==> src/rtl/ctrl_sequencer.sv <==
// ctrl_sequencer: multi-cycle control FSM for a small accumulator machine.
// It fetches an 8-bit instruction, decodes ir[7:5] as the opcode and
// ir[4:0] as a zero-extended operand, runs memory reads and writes, and
// drives the ALU/accumulator controls.
//
// Memory handshake: mem_rd or mem_wr is a request that stays asserted,
// with mem_addr (and mem_wdata for writes) stable, until the cycle in
// which mem_ack is high. That cycle completes the transfer, and read data
// is taken from mem_rdata in that same cycle. mem_ack is ignored when no
// request is outstanding.
// A request with no mem_ack after MEM_WAIT_MAX cycles moves the FSM to
// FAULT. An ack in that last cycle still completes the transfer.
// Control outputs are registered. They are decoded from the next state,
// so they line up with the state they belong to. dbg_state_o shows the
// current FSM state.
module ctrl_sequencer #(
  parameter int MEM_WAIT_MAX = 15
) (
  input  logic       clk,
  input  logic       rst_n,
  input  logic [7:0] mem_rdata,
  input  logic       mem_ack,
  input  logic [7:0] acc,
  input  logic [7:0] alu_result,
  output logic [7:0] mem_addr,
  output logic       mem_rd,
  output logic       mem_wr,
  output logic [7:0] mem_wdata,
  output logic [1:0] cntr_alu,
  output logic [7:0] alu_b,
  output logic       acc_we,
  output logic       acc_src,
  output logic [7:0] pc,
  output logic       halted,
  output logic       fault,
  output logic [2:0] dbg_state_o
);

  localparam int WW = (MEM_WAIT_MAX < 2) ? 1 : $clog2(MEM_WAIT_MAX + 1);

  localparam logic [2:0] OP_ADD   = 3'd0;
  localparam logic [2:0] OP_NAND  = 3'd1;
  localparam logic [2:0] OP_SLT   = 3'd2;
  localparam logic [2:0] OP_BZ    = 3'd3;
  localparam logic [2:0] OP_LOAD  = 3'd4;
  localparam logic [2:0] OP_STORE = 3'd5;
  localparam logic [2:0] OP_ADDI  = 3'd6;
  localparam logic [2:0] OP_HALT  = 3'd7;

  typedef enum logic [2:0] {
    S_BOOT, S_FETCH, S_DECODE, S_MEMRD, S_MEMWR, S_EXEC, S_HALT, S_FAULT
  } state_t;

  state_t        state_q, state_d;
  logic [7:0]    pc_q, pc_d;
  logic [7:0]    ir_q, ir_d;
  logic [7:0]    opnd_q, opnd_d;
  logic [WW-1:0] wait_q, wait_d;
  logic [WW-1:0] wait_inc;
  logic          timeout;

  logic [7:0] mem_addr_q, mem_addr_d;
  logic       mem_rd_q, mem_rd_d;
  logic       mem_wr_q, mem_wr_d;
  logic [1:0] cntr_alu_q, cntr_alu_d;
  logic       acc_we_q, acc_we_d;
  logic       acc_src_q, acc_src_d;
  logic       halted_q, halted_d;
  logic       fault_q, fault_d;

  assign wait_inc = wait_q + WW'(1);
  assign timeout  = (wait_inc == WW'(MEM_WAIT_MAX));

  // Next-state and datapath register logic.
  always_comb begin
    state_d = state_q;
    pc_d    = pc_q;
    ir_d    = ir_q;
    opnd_d  = opnd_q;
    wait_d  = wait_q;
    case (state_q)
      S_BOOT: begin
        state_d = S_FETCH;
        wait_d  = '0;
      end
      S_FETCH: begin
        if (mem_ack) begin
          ir_d    = mem_rdata;
          pc_d    = pc_q + 8'd1;
          state_d = S_DECODE;
        end else if (timeout) begin
          state_d = S_FAULT;
        end else begin
          wait_d = wait_inc;
        end
      end
      S_DECODE: begin
        wait_d = '0;
        case (ir_q[7:5])
          OP_ADD, OP_NAND, OP_SLT, OP_LOAD: state_d = S_MEMRD;
          OP_STORE:                         state_d = S_MEMWR;
          OP_ADDI, OP_BZ: begin
            opnd_d  = {3'b000, ir_q[4:0]};
            state_d = S_EXEC;
          end
          default:                          state_d = S_HALT;
        endcase
      end
      S_MEMRD: begin
        if (mem_ack) begin
          opnd_d  = mem_rdata;
          state_d = S_EXEC;
        end else if (timeout) begin
          state_d = S_FAULT;
        end else begin
          wait_d = wait_inc;
        end
      end
      S_MEMWR: begin
        if (mem_ack) begin
          state_d = S_FETCH;
          wait_d  = '0;
        end else if (timeout) begin
          state_d = S_FAULT;
        end else begin
          wait_d = wait_inc;
        end
      end
      S_EXEC: begin
        if (ir_q[7:5] == OP_BZ && acc == 8'h00) pc_d = alu_result;
        state_d = S_FETCH;
        wait_d  = '0;
      end
      S_HALT:  state_d = S_HALT;
      S_FAULT: state_d = S_FAULT;
      default: state_d = S_FAULT;
    endcase
  end

  // Output decode for the state being entered; registered below.
  always_comb begin
    mem_addr_d = 8'h00;
    mem_rd_d   = 1'b0;
    mem_wr_d   = 1'b0;
    cntr_alu_d = 2'b00;
    acc_we_d   = 1'b0;
    acc_src_d  = 1'b0;
    halted_d   = 1'b0;
    fault_d    = 1'b0;
    case (state_d)
      S_FETCH: begin
        mem_addr_d = pc_d;
        mem_rd_d   = 1'b1;
      end
      S_MEMRD: begin
        mem_addr_d = {3'b000, ir_d[4:0]};
        mem_rd_d   = 1'b1;
      end
      S_MEMWR: begin
        mem_addr_d = {3'b000, ir_d[4:0]};
        mem_wr_d   = 1'b1;
      end
      S_EXEC: begin
        case (ir_d[7:5])
          OP_ADD, OP_ADDI: acc_we_d = 1'b1;
          OP_NAND: begin
            cntr_alu_d = 2'b01;
            acc_we_d   = 1'b1;
          end
          OP_SLT: begin
            cntr_alu_d = 2'b11;
            acc_we_d   = 1'b1;
          end
          OP_LOAD: begin
            acc_we_d  = 1'b1;
            acc_src_d = 1'b1;
          end
          OP_BZ:   cntr_alu_d = 2'b10;
          default: acc_we_d   = 1'b0;
        endcase
      end
      S_HALT:  halted_d = 1'b1;
      S_FAULT: begin
        halted_d = 1'b1;
        fault_d  = 1'b1;
      end
      default: halted_d = 1'b0;
    endcase
  end

  // State, datapath and output registers; async reset clears everything.
  always_ff @(posedge clk or negedge rst_n) begin
    if (!rst_n) begin
      state_q    <= S_BOOT;
      pc_q       <= 8'h00;
      ir_q       <= 8'h00;
      opnd_q     <= 8'h00;
      wait_q     <= '0;
      mem_addr_q <= 8'h00;
      mem_rd_q   <= 1'b0;
      mem_wr_q   <= 1'b0;
      cntr_alu_q <= 2'b00;
      acc_we_q   <= 1'b0;
      acc_src_q  <= 1'b0;
      halted_q   <= 1'b0;
      fault_q    <= 1'b0;
    end else begin
      state_q    <= state_d;
      pc_q       <= pc_d;
      ir_q       <= ir_d;
      opnd_q     <= opnd_d;
      wait_q     <= wait_d;
      mem_addr_q <= mem_addr_d;
      mem_rd_q   <= mem_rd_d;
      mem_wr_q   <= mem_wr_d;
      cntr_alu_q <= cntr_alu_d;
      acc_we_q   <= acc_we_d;
      acc_src_q  <= acc_src_d;
      halted_q   <= halted_d;
      fault_q    <= fault_d;
    end
  end

  assign mem_addr    = mem_addr_q;
  assign mem_rd      = mem_rd_q;
  assign mem_wr      = mem_wr_q;
  assign mem_wdata   = mem_wr_q ? acc : 8'h00;
  assign cntr_alu    = cntr_alu_q;
  assign alu_b       = opnd_q;
  assign acc_we      = acc_we_q;
  assign acc_src     = acc_src_q;
  assign pc          = pc_q;
  assign halted      = halted_q;
  assign fault       = fault_q;
  assign dbg_state_o = state_q;

endmodule

==> config.mk <==
export PLATFORM = sky130hd
export DESIGN_NAME = ctrl_sequencer
export DESIGN_NICKNAME = d
export VERILOG_FILES = /design/src/rtl/ctrl_sequencer.sv
export SDC_FILE = /design/constraint.sdc
export NUM_CORES = 1
export LEC_CHECK = 0
export ABC_AREA = 1
export CORE_UTILIZATION = 40
export CTS_CLUSTER_DIAMETER = 100
export DETAILED_ROUTE_END_ITERATION = 7
export PLACE_DENSITY_LB_ADDON = 0.25
export SLEW_MARGIN = 20
export SYNTH_ARGS = -nofsm -noshare
export SYNTH_HDL_FRONTEND = slang
export SYNTH_SLANG_ARGS = --single-unit
==> constraint.sdc <==
create_clock -name clk -period 2.2 [get_ports clk]
set_input_delay 0.22 -clock clk [delete_from_list [all_inputs] [get_ports clk]]
set_output_delay 0.22 -clock clk [all_outputs]
set_load 0.01 [all_outputs]
==> results by group, run 1 <==
Timing
  • Min cycle time layout: 1.90 ns
  • Least-Margin Pin Slew: 0.435 ns
  • Hold Worst Slack: 0.421 ns
  • Period utilization: 86.2%
  • Clock Skews: 0.00995 ns
  • Setup Viol. Count Final: 0
  • Setup repair after global routing missed its margin: no
  • Final setup margin: 0.303 ns
  • Slew Limit Headroom: 70.9%
  • Final Max Slew Viols: 0
  • Fin Setup TNS: 0 ns
  • Maximum clock rate: 0.527 GHz
  • Final-report hold violation count: 0

Floorplan
  • Die X: 82.1 µm
  • Die area: 0.00675 mm²
  • Core area: 0.00606 mm²
  • Die span in y: 82.1 µm
  • Cell Rows: 28
  • IO Pins: 70
  • Initial Util: 42.4%

Clock tree
  • H-tree depth: 2
  • Clk slew on worst S/H paths: 0.09 ns
  • Root buffer cell: clkbuf_8
  • Clock Latency Late Sink: 0.30 ns
  • Clk sinks: 47
  • Max Root-Sink Buffers: 2
  • Clock buffer count from CTS: 5
  • Post-CTS Resized: 0
  • TritonCTS clock tree: yes
  • Number of setup buffers added after CTS: 0

Synth
  • Post-Synth Simple-Gate Area: 34.4%
  • Top cells by count, synth: 111 x nand2_1, 47 x dfrtp_1, 44 x inv_1, 30 x nand3_1, 25 x nor2_1
  • Synthesized net count: 370
  • Netlist cell types: 35
  • Ys flop type: dfrtp_1
  • Sequential area share after synthesis: 45.8%
  • Ys Warns: 0
  • Synth Area in Adders: 1.46%
  • Cell taking the most area after synthesis: dfrtp_1
  • Ys async rst share: 100%
  • Xor and xnor area share after synthesis: 0%
  • Post-synthesis register bit count: 47
  • Synth top area cells: dfrtp_1 46%, nand2_1 16%, inv_1 6.4%
  • Cell Area, Synth: 0.00257 mm²
  • Synth Area in Compound Gates: 9.55%
  • Yosys top cell area share: 45.8%
  • Syn Area/Cell: 7.56 µm²
  • Multiplexer share of the synthesized area: 0%
  • Main combinational cell family by area after synthesis: simple AND/OR/NAND/NOR gates
  • Top-count cell post-synth: nand2_1
  • Synthesized instance count: 340
  • Post-synth EDFFs: 0

Route
  • Initial DRC Count: 176
  • Drc violations: 0
  • First drt pass iteration count: 4
  • Routed vias: 2442
  • Vias/cell: 4.97
  • ANT nets after route: 0
  • Total Routed Length: 6250 µm
  • WL per Instance: 12.7 µm

Global route
  • Largest net degree at the start of global routing: 48
  • Aggregate global routing overflow: 0
  • Number of global-route vias before repair: 2338
  • Tot GR Track Use: 20.4%
  • Initial antenna violation count: 0
  • First-pass GRT wire length: 10300 µm

Placed design
  • I/O Buffers: 69
  • DP Worst Slack: 0.137 ns
  • Post-DP HPWL: 4680 µm
  • Routability cong.: 0.878

Run
  • Max-Cap Viols: 0

Power and ir drop
  • Clock network fraction of design power: 34.5%
  • Max VDD drop: 0.000301 V
  • Internal Power: 1180 µW
  • Switching Fraction: 22.3%
  • Seq pwr share: 58.0%
  • Leakage Power: 0.00176 µW
  • Comb pwr share: 7.5%
  • Switch Pwr: 339 µW
  • PD cells: 438 mW/mm²

Layout
  • Ant. Diodes: 0
  • Area Overhead vs Synth: 34.9%
  • Nets: 446
  • # fillers: 561
  • Multi-input logic area: 0.00117 mm²
  • Reg area: 0.00118 mm²
  • Fraction of layout cells with a size suffix above 1: 10.1%

Worst setup path
  • Critical path data arrival time: 2.14 ns
  • Worst EP required: 2.44 ns
  • Crit path capture type: register
  • Element type at the critical path start: register
  • Crit path max fanout: 5
  • Crit path kind: register to register

Worst hold path
  • Min-delay worst type: input port to asynchronous set/reset pin

Status
  • Status: finished clean
-- logic make-up (layout without fill, tap and decap cells) --
group	after synthesis	in the layout
adders and majority gates	3	3
and+or+nand+nor	193	193
DFF	47	47
AOI/OAI and AO/OA	38	38
buffers and inverters	59	135
-- repair_timing --
item | in CTS | in global routing
hold buffers | 1 | 0
hold endpoints to repair | 47 | 0
setup endpoints to repair | 0 | 0
-- final cells by class --
type                    count  share of cell area, %
repair buffers             74                   21.3
clock inverters             1                  0.144
multi-input cells         234                   33.7
clock buffers               6                   2.38
flip-flops and latches     47                   33.9
inverters                  54                   5.85
well taps                  75                   2.71
-- critical path, stage by stage (launching register included) --
cell     delay (ns)
dfrtp_1        0.44
ha_1           0.22
nand2_1        0.08
nand2_1        0.05
nor2_1         0.21
nand2_1        0.15
nand3_1        0.09
nand2_1        0.08
inv_2          0.10
nand2_4        0.07
nor2_2         0.19
nand2_1        0.09
nand2_1        0.08
-- cell usage in the layout (no fill, tap or decap), types with 2 or more instances in the layout --
master and n:
a21oi_1 6, a21oi_2 3, a31oi_1 6, buf_4 3, clkbuf_8 6, clkdlybuf4s50_1 68
dfrtp_1 47, ha_1 3, inv_1 44, inv_2 9, nand2_1 111, nand2_2 2
nand2_4 3, nand3_1 30, nand3b_1 2, nand4_1 4, nor2_1 25, nor2_2 4
nor2_4 3, nor3_1 3, o211ai_1 6, o21ai_0 11
-- flip-flops by register name, indices dropped and copies added (netlist names) --
name and flops:
pc 8, dbg_state_o 3, ir_q 8, halted 1, wait_q 4, mem_rd 1
acc_we 1, fault 1, acc_src 1, mem_addr 8, mem_wr 1, cntr_alu 2
alu_b 8
-- worst paths after layout --
path / start / endpoint / slack, ns / cells past startpoint
max in group asynchronous: rst_n / pc[6] / 1.56 / 3
setup / recovery: wait_q[1] / mem_addr[0] / 0.30 / 12
setup reg to reg: wait_q[1] / mem_addr[0] / 0.30 / 12
hold reg to reg: alu_b[6] / alu_b[6] / 0.49 / 2
hold / removal: rst_n / alu_b[6] / 0.42 / 3
min in group clk: alu_b[6] / alu_b[6] / 0.49 / 2
-- power groups by stage --
stage	Sequential (µW)	Clock, µW	Combinational (µW)
final	880	524	114
after global routing	882	572	126
after CTS	880	531	117
after detailed placement	897	0	114
after global placement	897	0	113
after floorplan	897	0	29.8
-- per-stage QoR --
stage / power, µW / cell area (µm²) / utilization, % / cells
2_1_floorplan: 927 / 2570 / - / 340
3_3_place_gp: 1010 / 3370 / 55.6 / 483
4_1_cts: 1530 / 3460 / 57.2 / 491
6_report: 1520 / 3460 / 57.2 / 491
3_5_place_dp: 1010 / 3370 / 55.6 / 483
5_1_grt: 1580 / 3460 / 57.2 / 491
-- routing by layer --
metal / global-route usage (%) / vias up / part of all wire [%]
li1: - / 1225 / -
met1: 25.9 / 1136 / 45
met2: 34.6 / 74 / 48
met3: 4.73 / 7 / 5.8
met4: 5.96 / 0 / 1.3
met5: 0 / - / 0
Power figures use the tool's default switching activity.
==> run 2: changes to the inputs <==
--- a/config.mk
+++ b/config.mk
@@ -9,6 +9,7 @@
 export CORE_UTILIZATION = 40
 export CTS_CLUSTER_DIAMETER = 100
 export DETAILED_ROUTE_END_ITERATION = 7
+export MAX_ROUTING_LAYER = met4
 export PLACE_DENSITY_LB_ADDON = 0.25
 export SLEW_MARGIN = 20
 export SYNTH_ARGS = -nofsm -noshare
==> results by group, run 2 (synthesis results as in run 1) <==
Timing
  • Final Max Slew Viols: 0
  • Setup repair after global routing missed its margin: no
  • Maximum clock rate: 0.530 GHz
  • Min cycle time layout: 1.89 ns
  • Period utilization: 85.7%
  • Least-Margin Pin Slew: 0.432 ns
  • Final setup margin: 0.314 ns
  • Final-report hold violation count: 0
  • Fin Setup TNS: 0 ns
  • Slew Limit Headroom: 71.1%
  • Clock Skews: 0.00950 ns
  • Setup Viol. Count Final: 0

Floorplan
  • Cell Rows: 28
  • Core area: 0.00606 mm²
  • Initial Util: 42.4%
  • IO Pins: 70
  • Die X: 82.1 µm
  • Die area: 0.00675 mm²
  • Die span in y: 82.1 µm

Clock tree
  • Clk sinks: 47
  • TritonCTS clock tree: yes
  • Clk slew on worst S/H paths: 0.08 ns
  • Root buffer cell: clkbuf_8
  • H-tree depth: 2
  • Clock buffer count from CTS: 5
  • Clock Latency Late Sink: 0.30 ns
  • Post-CTS Resized: 0
  • Max Root-Sink Buffers: 2

Layout
  • Nets: 446
  • Most common cell after layout, fill and taps aside: nand2_1
  • Final design utilization: 57.2%
  • Ant. Diodes: 0
  • Multi-input logic area: 0.00117 mm²
  • # fillers: 561
  • Area Overhead vs Synth: 34.9%
  • Reg area: 0.00118 mm²
  • Most frequent cells in the layout: 111 x nand2_1, 68 x clkdlybuf4s50_1, 47 x dfrtp_1
  • Fraction of layout cells with a size suffix above 1: 10.1%

Worst hold path
  • Min-delay worst type: input port to asynchronous set/reset pin

Route
  • Drc violations: 0
  • ANT nets after route: 0
  • First drt pass iteration count: 4
  • Routed vias: 2417
  • WL per Instance: 12.6 µm
  • Vias/cell: 4.92
  • Total Routed Length: 6200 µm
  • Initial DRC Count: 176

Placed design
  • I/O Buffers: 69
  • Routability cong.: 0.892
  • Post-DP HPWL: 4680 µm
  • DP Worst Slack: 0.137 ns

Global route
  • First-pass GRT wire length: 10300 µm
  • Aggregate global routing overflow: 0
  • Initial antenna violation count: 0
  • Largest net degree at the start of global routing: 48
  • Number of global-route vias before repair: 2338
  • Tot GR Track Use: 21.0%

Worst setup path
  • Crit path max fanout: 5
  • Worst EP required: 2.44 ns
  • Crit path capture type: register
  • Element type at the critical path start: register
  • Critical path data arrival time: 2.13 ns
  • Crit path kind: register to register

Status
  • Status: finished clean

Run
  • Max-Cap Viols: 0

Power and ir drop
  • PD cells: 437 mW/mm²
  • Leakage Power: 0.00176 µW
  • Max VDD drop: 0.000300 V
## run 2: cell counts in the layout (fill, tap and decap cells not counted)
Identical to the previous run, type by type.
## run 2: metal layers
layer,GRT usage [%],part of all wire [%]
met1,26.4,44
met2,34.4,49
met3,4.40,5.7
met4,5.96,1.2
met5,-,0
## run 2: through the flow
step / total power, µW / instances / instance area [µm²] / hold slack (ns)
floorplan: 927 / 340 / 2570 / -0.0756
global route: 1580 / 491 / 3460 / 0.429
detailed placement: 1010 / 483 / 3370 / 0.221
finish: 1510 / 491 / 3460 / 0.422
CTS: 1530 / 491 / 3460 / 0.420
global placement: 1010 / 483 / 3370 / 0.220
## run 2: path summary, 6_finish.rpt
check | slack (ns) | depth (start not counted) | startpoint | to
worst min register to register | 0.49 | 2 | alu_b[6] | alu_b[6]
max in group asynchronous | 1.55 | 3 | rst_n | pc[6]
worst max-delay path | 0.31 | 13 | wait_q[1] | mem_addr[0]
min in group clk | 0.49 | 2 | alu_b[6] | alu_b[6]
worst max register to register | 0.31 | 13 | wait_q[1] | mem_addr[0]
worst min-delay path | 0.42 | 3 | rst_n | alu_b[2]
## run 2: critical path: stages (launching register included)
cell,delay [ns]
dfrtp_1,0.43
ha_1,0.20
inv_1,0.04
nand2_1,0.07
nand2_1,0.05
nor2_1,0.21
nand2_1,0.15
nand3_1,0.09
nand2_1,0.08
inv_2,0.10
nand2_4,0.06
nor2_2,0.19
nand2_1,0.09
nand2_1,0.07
## run 2: what timing repair did
item,CTS,global route
endpoints found under the hold margin,47,0
buffers inserted,0,0
hold buffers,1,0
## run 2: report_power, final
part | internal (µW) | switching, µW
Sequential | 872 | 8.84
Clock | 247 | 274
Combinational | 61.1 | 53.0
Total | 1180 | 335
## run 2: layout make-up
| type | instances | area share, % |
|---|---|---|
| Clock inverter | 1 | 0.144 |
| Sequential cell | 47 | 33.9 |
| Timing Repair Buffer | 74 | 21.3 |
| Clock buffer | 6 | 2.38 |
| Tap cell | 75 | 2.71 |
| Multi-Input combinational cell | 234 | 33.7 |
| Inverter | 54 | 5.85 |
==> run 3: changes to the inputs <==
--- a/config.mk
+++ b/config.mk
@@ -5,9 +5,9 @@
 export SDC_FILE = /design/constraint.sdc
 export NUM_CORES = 1
 export LEC_CHECK = 0
-export ABC_AREA = 1
+export ABC_AREA = 0
 export CORE_UTILIZATION = 40
-export CTS_CLUSTER_DIAMETER = 100
+export CTS_CLUSTER_DIAMETER = 50
 export DETAILED_ROUTE_END_ITERATION = 7
 export MAX_ROUTING_LAYER = met4
 export PLACE_DENSITY_LB_ADDON = 0.25
==> results by group, run 3 <==
Status
  • Status: finished with violations
  • Failing checks: setup timing

Layout
  • Fin cells: 411
  • Nets: 365
  • Multi-input logic area: 0.00128 mm²
  • Area Overhead vs Synth: 42.5%
  • Fraction of layout cells with a size suffix above 1: 22.6%
  • Most common cell after layout, fill and taps aside: clkdlybuf4s50_1
  • # fillers: 536
  • Ant. Diodes: 0
  • Most frequent cells in the layout: 68 x clkdlybuf4s50_1, 47 x dfrtp_1, 25 x buf_4
  • Reg area: 0.00118 mm²

Synth
  • Cell taking the most area after synthesis: dfrtp_1
  • Top-count cell post-synth: dfrtp_1
  • Ys Warns: 0
  • Syn Area/Cell: 10.5 µm²
  • Synth top area cells: dfrtp_1 46%, mux2_2 7.1%, mux2_4 3.5%
  • Top cells by count, synth: 47 x dfrtp_1, 16 x mux2_2, 16 x nand2_1, 13 x nor2_1
  • Synthesized net count: 271
  • Synthesized instance count: 241
  • Post-synth EDFFs: 0
  • Cell Area, Synth: 0.00254 mm²
  • Sequential area share after synthesis: 46.3%
  • Netlist cell types: 56
  • Ys async rst share: 100%
  • Yosys top cell area share: 46.3%
  • Ys flop type: dfrtp_1
  • Post-synthesis register bit count: 47

Floorplan
  • Core area: 0.00603 mm²
  • Initial Util: 42.2%
  • Die span in y: 81.7 µm
  • IO Pins: 70
  • Die area: 0.00667 mm²
  • Die X: 81.7 µm
  • Cell Rows: 28

Route
  • WL per Instance: 14.9 µm
  • ANT nets after route: 0
  • M1 WL: 2890 µm
  • Initial DRC Count: 104
  • Max layer used: met4
  • Total Routed Length: 6120 µm
  • Vias/cell: 5.33
  • Drc violations: 0
  • Routed vias: 2190
  • First drt pass iteration count: 4
  • Met2 Wirelength: 2930 µm
  • Met3 routed wirelength: 236 µm

Global route
  • Number of global-route vias before repair: 2156
  • Initial antenna violation count: 0
  • Tot GR Track Use: 20.8%
  • Largest net degree at the start of global routing: 48
  • Aggregate global routing overflow: 0
  • First-pass GRT wire length: 10300 µm

Worst setup path
  • Crit path kind: register to register
  • Worst EP required: 2.39 ns
  • Critical path data arrival time: 2.43 ns
  • Crit path max fanout: 12
  • Element type at the critical path start: register
  • Crit path capture type: register

Timing
  • Setup Viol. Count Final: 12
  • Final Max Slew Viols: 0
  • Min cycle time layout: 2.24 ns
  • Final setup margin: -0.0404 ns
  • Hold Worst Slack: 0.00220 ns
  • Final-report hold violation count: 0
  • Maximum clock rate: 0.446 GHz
  • Least-Margin Pin Slew: 0.606 ns
  • Slew Limit Headroom: 59.6%
  • Setup repair after global routing missed its margin: yes
  • Period utilization: 102%
  • Clock Skews: 0.00841 ns

Clock tree
  • TritonCTS clock tree: yes
  • Root buffer cell: clkbuf_8
  • Hold buffer count at CTS: 0
  • Clk slew on worst S/H paths: 0.09 ns
  • H-tree depth: 2
  • Clock buffer count from CTS: 5
  • Clock Latency Late Sink: 0.30 ns
  • Max Root-Sink Buffers: 2
  • Clk sinks: 47
  • Number of setup buffers added after CTS: 0

Power and ir drop
  • Max VDD drop: 0.000904 V
  • PD cells: 1490 mW/mm²
  • Leakage Power: 0.00159 µW

Run
  • Max-Cap Viols: 0

Placed design
  • Dpl cells: 403
  • I/O Buffers: 69
  • Routability cong.: 0.834
  • Post-DP HPWL: 4480 µm

Worst hold path
  • Min-delay worst type: input port to asynchronous set/reset pin
[run 3: cell families after synthesis]
logic type      synth area share (%)
flops                           46.3
fa+ha+maj                       1.87
xor+xnor                        1.38
mux                             11.8
compound gates                  15.0
buf+inv                         3.60
simple gates                    20.0
[run 3: stage by stage]
stage / TNS [ns] / setup WS [ns] / instance area, µm² / power (µW) / util (%)
2_1_floorplan: -0.444 / -0.0740 / 2540 / 3330 / -
3_3_place_gp: -0.00600 / -0.00320 / 3490 / 4640 / 57.9
3_5_place_dp: -0.209 / -0.0518 / 3490 / 4690 / 57.9
4_1_cts: -0.156 / -0.0352 / 3620 / 5410 / 60.0
5_1_grt: -1.82 / -0.142 / 3620 / 5770 / 60.0
6_report: -0.235 / -0.0404 / 3620 / 5370 / 60.0
[run 3: area by class of cell]
| type | count | area share (%) |
|---|---|---|
| multi-input combinational | 173 | 35.4 |
| sequential | 47 | 32.5 |
| timing repair buffer | 95 | 24.7 |
| tap | 75 | 2.59 |
| clock buffer | 6 | 2.28 |
| inverter | 13 | 1.42 |
| clock inverter | 2 | 1.07 |
[run 3: critical path, stage by stage (launching register included)]
cell and delay, ns:
dfrtp_1 0.42, ha_2 0.21, or2b_2 0.17, o21ai_2 0.06, a311o_4 0.40, o21bai_4 0.18
inv_4 0.05, nor3_4 0.14, buf_12 0.16, mux2_2 0.33
[run 3: routing by layer]
layer | vias to the layer above | GRT usage, %
met5 | - | -
met4 | 0 | 7.02
met3 | 12 | 4.11
met2 | 50 | 32.1
met1 | 1060 | 27.4
li1 | 1068 | -
[run 3: path summary, 6_finish.rpt]
path                       cells past startpoint  slack, ns     endpoint  startpoint
setup reg to reg                               9      -0.04     alu_b[1]   wait_q[0]
hold / removal                                 2      0.002    wait_q[3]       rst_n
setup / recovery                               9      -0.04     alu_b[1]   wait_q[0]
max in group asynchronous                      2       1.77  mem_addr[1]       rst_n
hold reg to reg                                1       0.52     alu_b[3]    alu_b[3]
min in group clk                               1       0.52     alu_b[3]    alu_b[3]
[run 3: what timing repair did]
action / in CTS / in global routing
resized for setup: 2 / 0
pin swaps: 0 / 0
setup endpoints to repair: 13 / 16
[run 3: power breakdown]
part	internal, µW	leakage (µW)	switching [µW]
clock	374	0.0000618	296
sequential	1230	0.000598	306
combinational	1710	0.000928	1470
==> RTL edit 1 (flow settings as in run 1) <==
Change the parameter `MEM_WAIT_MAX` from 15 to 30.
--- a/src/rtl/ctrl_sequencer.sv
+++ b/src/rtl/ctrl_sequencer.sv
@@ -14,7 +14,7 @@
 // so they line up with the state they belong to. dbg_state_o shows the
 // current FSM state.
 module ctrl_sequencer #(
-  parameter int MEM_WAIT_MAX = 15
+  parameter int MEM_WAIT_MAX = 30
 ) (
   input  logic       clk,
   input  logic       rst_n,
Check against the original RTL: no difference found for any inputs over 10 cycles, from zero or initial values and one cycle with rst_n low; that may be too few to reach the edited logic, so the function may still have changed.
==> RTL edit 1 against run 1 <==
- setup slack got worse by 0.055 ns
- worst hold slack improved by 0.0095 ns
- design area rose by 3.0%
- fmax fell by 2.8%
- synthesized cell count fell by 5.9%
- sequential cell count rose by 1
- routed wire length fell by 4.7%
- area after synthesis rose by 2.3%
- final cell count fell by 3.3%
- critical path type unchanged
Power is left out: it rests on default switching activity, and per cell area and clock period it moved more than threefold.
==> RTL edit 1: results (changes against run 1) <==
| Metric | Value |
|---|---|
| Iteration-0 DRC Markers | `72 (-59%)` |
| Placed insts | `466 (-3.5%)` |
| Fraction of layout cells with a size suffix above 1 | `12.6% (+2.5 points)` |
| R2r setup slk | `0.25 ns (-0.06 ns)` |
| CP Capture Point | `mem_addr[4]` |
| Synth top cells by count | `nand2_1 (86), dfrtp_1 (48), inv_1 (44)` |
| Status | `finished, final reports clean` |
| Dpl cell area | `3420 um^2 (+1.6%)` |
| Vias per cell | `4.88 (-1.9%)` |
| 1st-pass router iterations | `5 (+1)` |
| Post-layout net count | `427 (-4.3%)` |
| First-pass GRT wire length | `10400 um (+1.3%)` |
| R2r worst-path depth | `13 (+1)` |
| Vias in the first global route | `2284 (-2.3%)` |
| N_diodes | `0 (unchanged)` |
| DPL Wire Length | `4720 um (+0.77%)` |
| Post-synthesis sequential area ratio | `45.7% (-0.072 points)` |
| Cells after synthesis | `320 (-5.9%)` |
| Gr usage total | `18.7% (-1.7 points)` |
| Top cell type's share of synthesized area | `45.7% (-0.072 points)` |
| Most numerous cell in the Yosys netlist | `nand2_1` |
| Post-Layout Cell Count | `475 (-3.3%)` |
| Skew final | `0.0115 ns (+0.00156 ns)` |
| RD Place Congestion | `0.833 (-5.1%)` |
| Fillers | `579 (+3.2%)` |
| I/O Buffers | `69 (unchanged)` |
| Capture point of the worst reg-to-reg path | `mem_addr[4]` |
| Area contributors post-synth | `dfrtp_1 (46%), nand2_1 (12%), inv_1 (6.3%), nand3_1 (5.7%), o21ai_0 (3.2%)` |
| Cell variety after synth | `38 (+8.6%)` |
| Max_slew headroom | `62.2% (-8.7 points)` |
| Routed wire per std cell | `12.5 um (-1.5%)` |
| Num CTS Buffers | `5 (unchanged)` |
| Mapped Nets | `350 (-5.4%)` |
| Critical Path Start | `wait_q[0]` |
| Pin count of the biggest net entering global routing | `26 (-46%)` |
==> RTL edit 1: critical path, stage by stage, from the launching register on <==
cell     delay, ns
dfrtp_1       0.45
ha_1          0.27
inv_1         0.06
nand2_1       0.06
nand2_1       0.05
nor2_1        0.04
nand3_2       0.12
nand2_1       0.06
nand2_1       0.05
nand2_1       0.11
a21oi_2       0.23
nand2_1       0.16
nand3_1       0.12
nand2_1       0.05
==> RTL edit 1: layer usage <==
layer | routed length [um] | track usage, %
met1 | 2610 | 23.7
met2 | 2960 | 31.8
met3 | 282 | 4.08
met4 | 106 | 5.96
met5 | 0 | 0
==> RTL edit 1: area by class of cell <==
cell class / count / area, um^2 / area share [%]
Timing Repair Buffer: 74 / 738 / 20.7
Clock inverter: 3 / 68.8 / 1.93
Inverter: 53 / 200 / 5.61
Multi-Input combinational cell: 215 / 1190 / 33.5
Tap cell: 77 / 96.3 / 2.70
Sequential cell: 48 / 1200 / 33.7
Clock buffer: 5 / 68.8 / 1.93
==> RTL edit 1: cell families (layout without fill, tap and decap cells) <==
kind of cell               after synthesis  count (layout)  share of synthesized area (%)
muxes                                    5               5                           1.90
buffers and inverters                   57             135                           8.81
adders and majority gates                3               3                           1.43
DFF                                     48              48                           45.7
xor gates and xnor gates                 3               3                           1.00
AOI/OAI and AO/OA                       49              49                           11.7
and+or+nand+nor                        155             155                           29.4
==> RTL edit 1: stage by stage <==
| step | util, % | worst slack, ns | hold slack [ns] |
|---|---|---|---|
| final | 56.2 | 0.248 | 0.430 |
| after global routing | 56.2 | 0.0588 | 0.491 |
| after detailed placement | 53.9 | 0.0799 | 0.255 |
| after global placement | 53.9 | 0.173 | 0.260 |
| after floorplan | - | 0.515 | -0.0756 |
| after CTS | 56.2 | 0.246 | 0.459 |
==> RTL edit 2 (settings of run 1) <==
Without the edit above. Put one more register stage on the output `dbg_state_o`, with the module's reset. The value now appears one clock later. The other outputs are not delayed to match.
--- a/src/rtl/ctrl_sequencer.sv
+++ b/src/rtl/ctrl_sequencer.sv
@@ -232,7 +232,13 @@
   assign pc          = pc_q;
   assign halted      = halted_q;
   assign fault       = fault_q;
-  assign dbg_state_o = state_q;
+  always_ff @(posedge clk or negedge rst_n) begin
+    if (!rst_n) begin
+      dbg_state_o <= '0;
+    end else begin
+      dbg_state_o <= state_q;
+    end
+  end
 
 endmodule
 
Formal check against the unedited RTL: not equivalent (a bounded check fails within 4 cycles, from zero or initial values and one cycle with rst_n low).
==> RTL edit 2 against run 1 <==
- area after synthesis decreased by 2.5%
- sequential cell count increased by 3
- sequential share of layout area increased by 2.5 points
- first-iteration DRC count decreased by 18%
- design area decreased by 0.79%
- via count decreased by 5.9%
- critical path depth increased by 1
- global-route usage decreased by 1.6 points
- final cell count decreased by 3.1%
- setup slack got worse by 0.081 ns
- fmax decreased by 4.1%
- routed wire length decreased by 7.9%
Power is not compared: it rests on default switching activity, and its combinational part moved more than twofold at a synthesized area within 25%.
==> RTL edit 2: results (changes against run 1) <==
| Metric | Value |
|---|---|
| Worst Path Arrival | `2.17 ns (+0.03 ns)` |
| RD Place Congestion | `0.832 (-5.2%)` |
| Inverters | `53 (-1.9%)` |
| Gr usage total | `18.9% (-1.6 points)` |
| Status | `finished, final reports clean` |
| R2r worst-path depth | `13 (+1)` |
| Vias per cell | `4.83 (-3.0%)` |
| Skew final | `0.00821 ns (-0.00174 ns)` |
| Post-layout net count | `430 (-3.6%)` |
| Post-synthesis sequential area ratio | `50.0% (+4.2 points)` |
| CP Capture Point | `mem_addr[4]` |
| Clock sinks | `50 (+6.4%)` |
| GR Util met2 | `33.8% (-0.85 points)` |
| R2r setup slk | `0.22 ns (-0.08 ns)` |
| Fillers | `547 (-2.5%)` |
| Multi-input logic area | `1030 um^2 (-11%)` |
| Cell variety after synth | `32 (-8.6%)` |
| Total detailed-routing wirelength | `5750 um (-7.9%)` |
| Vias in the first global route | `2210 (-5.5%)` |
| GRT met1 Usage | `23.3% (-2.6 points)` |
| Seq area share | `36.4% (+2.5 points)` |
| Pin count of the biggest net entering global routing | `51 (+6.3%)` |
| Final cycle utilization of the critical path | `89.9% (+3.7 points)` |
| Data buffer area share | `22.1% (+0.83 points)` |
| Nonclk buf count | `77 (+4.1%)` |
| Max_slew headroom | `70.7% (-0.19 points)` |
| Area contributors post-synth | `dfrtp_1 (50%), nand2_1 (14%), inv_1 (6.9%), nand3_1 (4.6%), nor2_1 (4.2%)` |
-- RTL edit 2: worst register-to-register path: stages, from the launching register on --
cell,delay (ns)
dfrtp_1,0.45
ha_1,0.22
inv_1,0.05
nand2_1,0.06
nand2_1,0.06
nor2_1,0.05
nand2_1,0.13
nand2_1,0.07
nand2_1,0.06
nand2_1,0.10
a21oi_1,0.25
nand2_1,0.17
nand3_1,0.16
nand2_1,0.06
-- RTL edit 2: kinds of logic after synthesis --
family                   after synthesis  synth area share [%]
flip-flops                            50                  50.0
buffers and inverters                 56                  8.75
AO/OA/AOI/OAI                         47                  11.7
adder cells (fa/ha/maj)                3                  1.50
multiplexers                           1                 0.400
AND/OR/NAND/NOR                      162                  27.7
-- RTL edit 2: what timing repair did --
item	4_1_cts	5_1_grt
endpoints found under the hold margin	50	0
buffers inserted	0	0
hold buffers	1	0
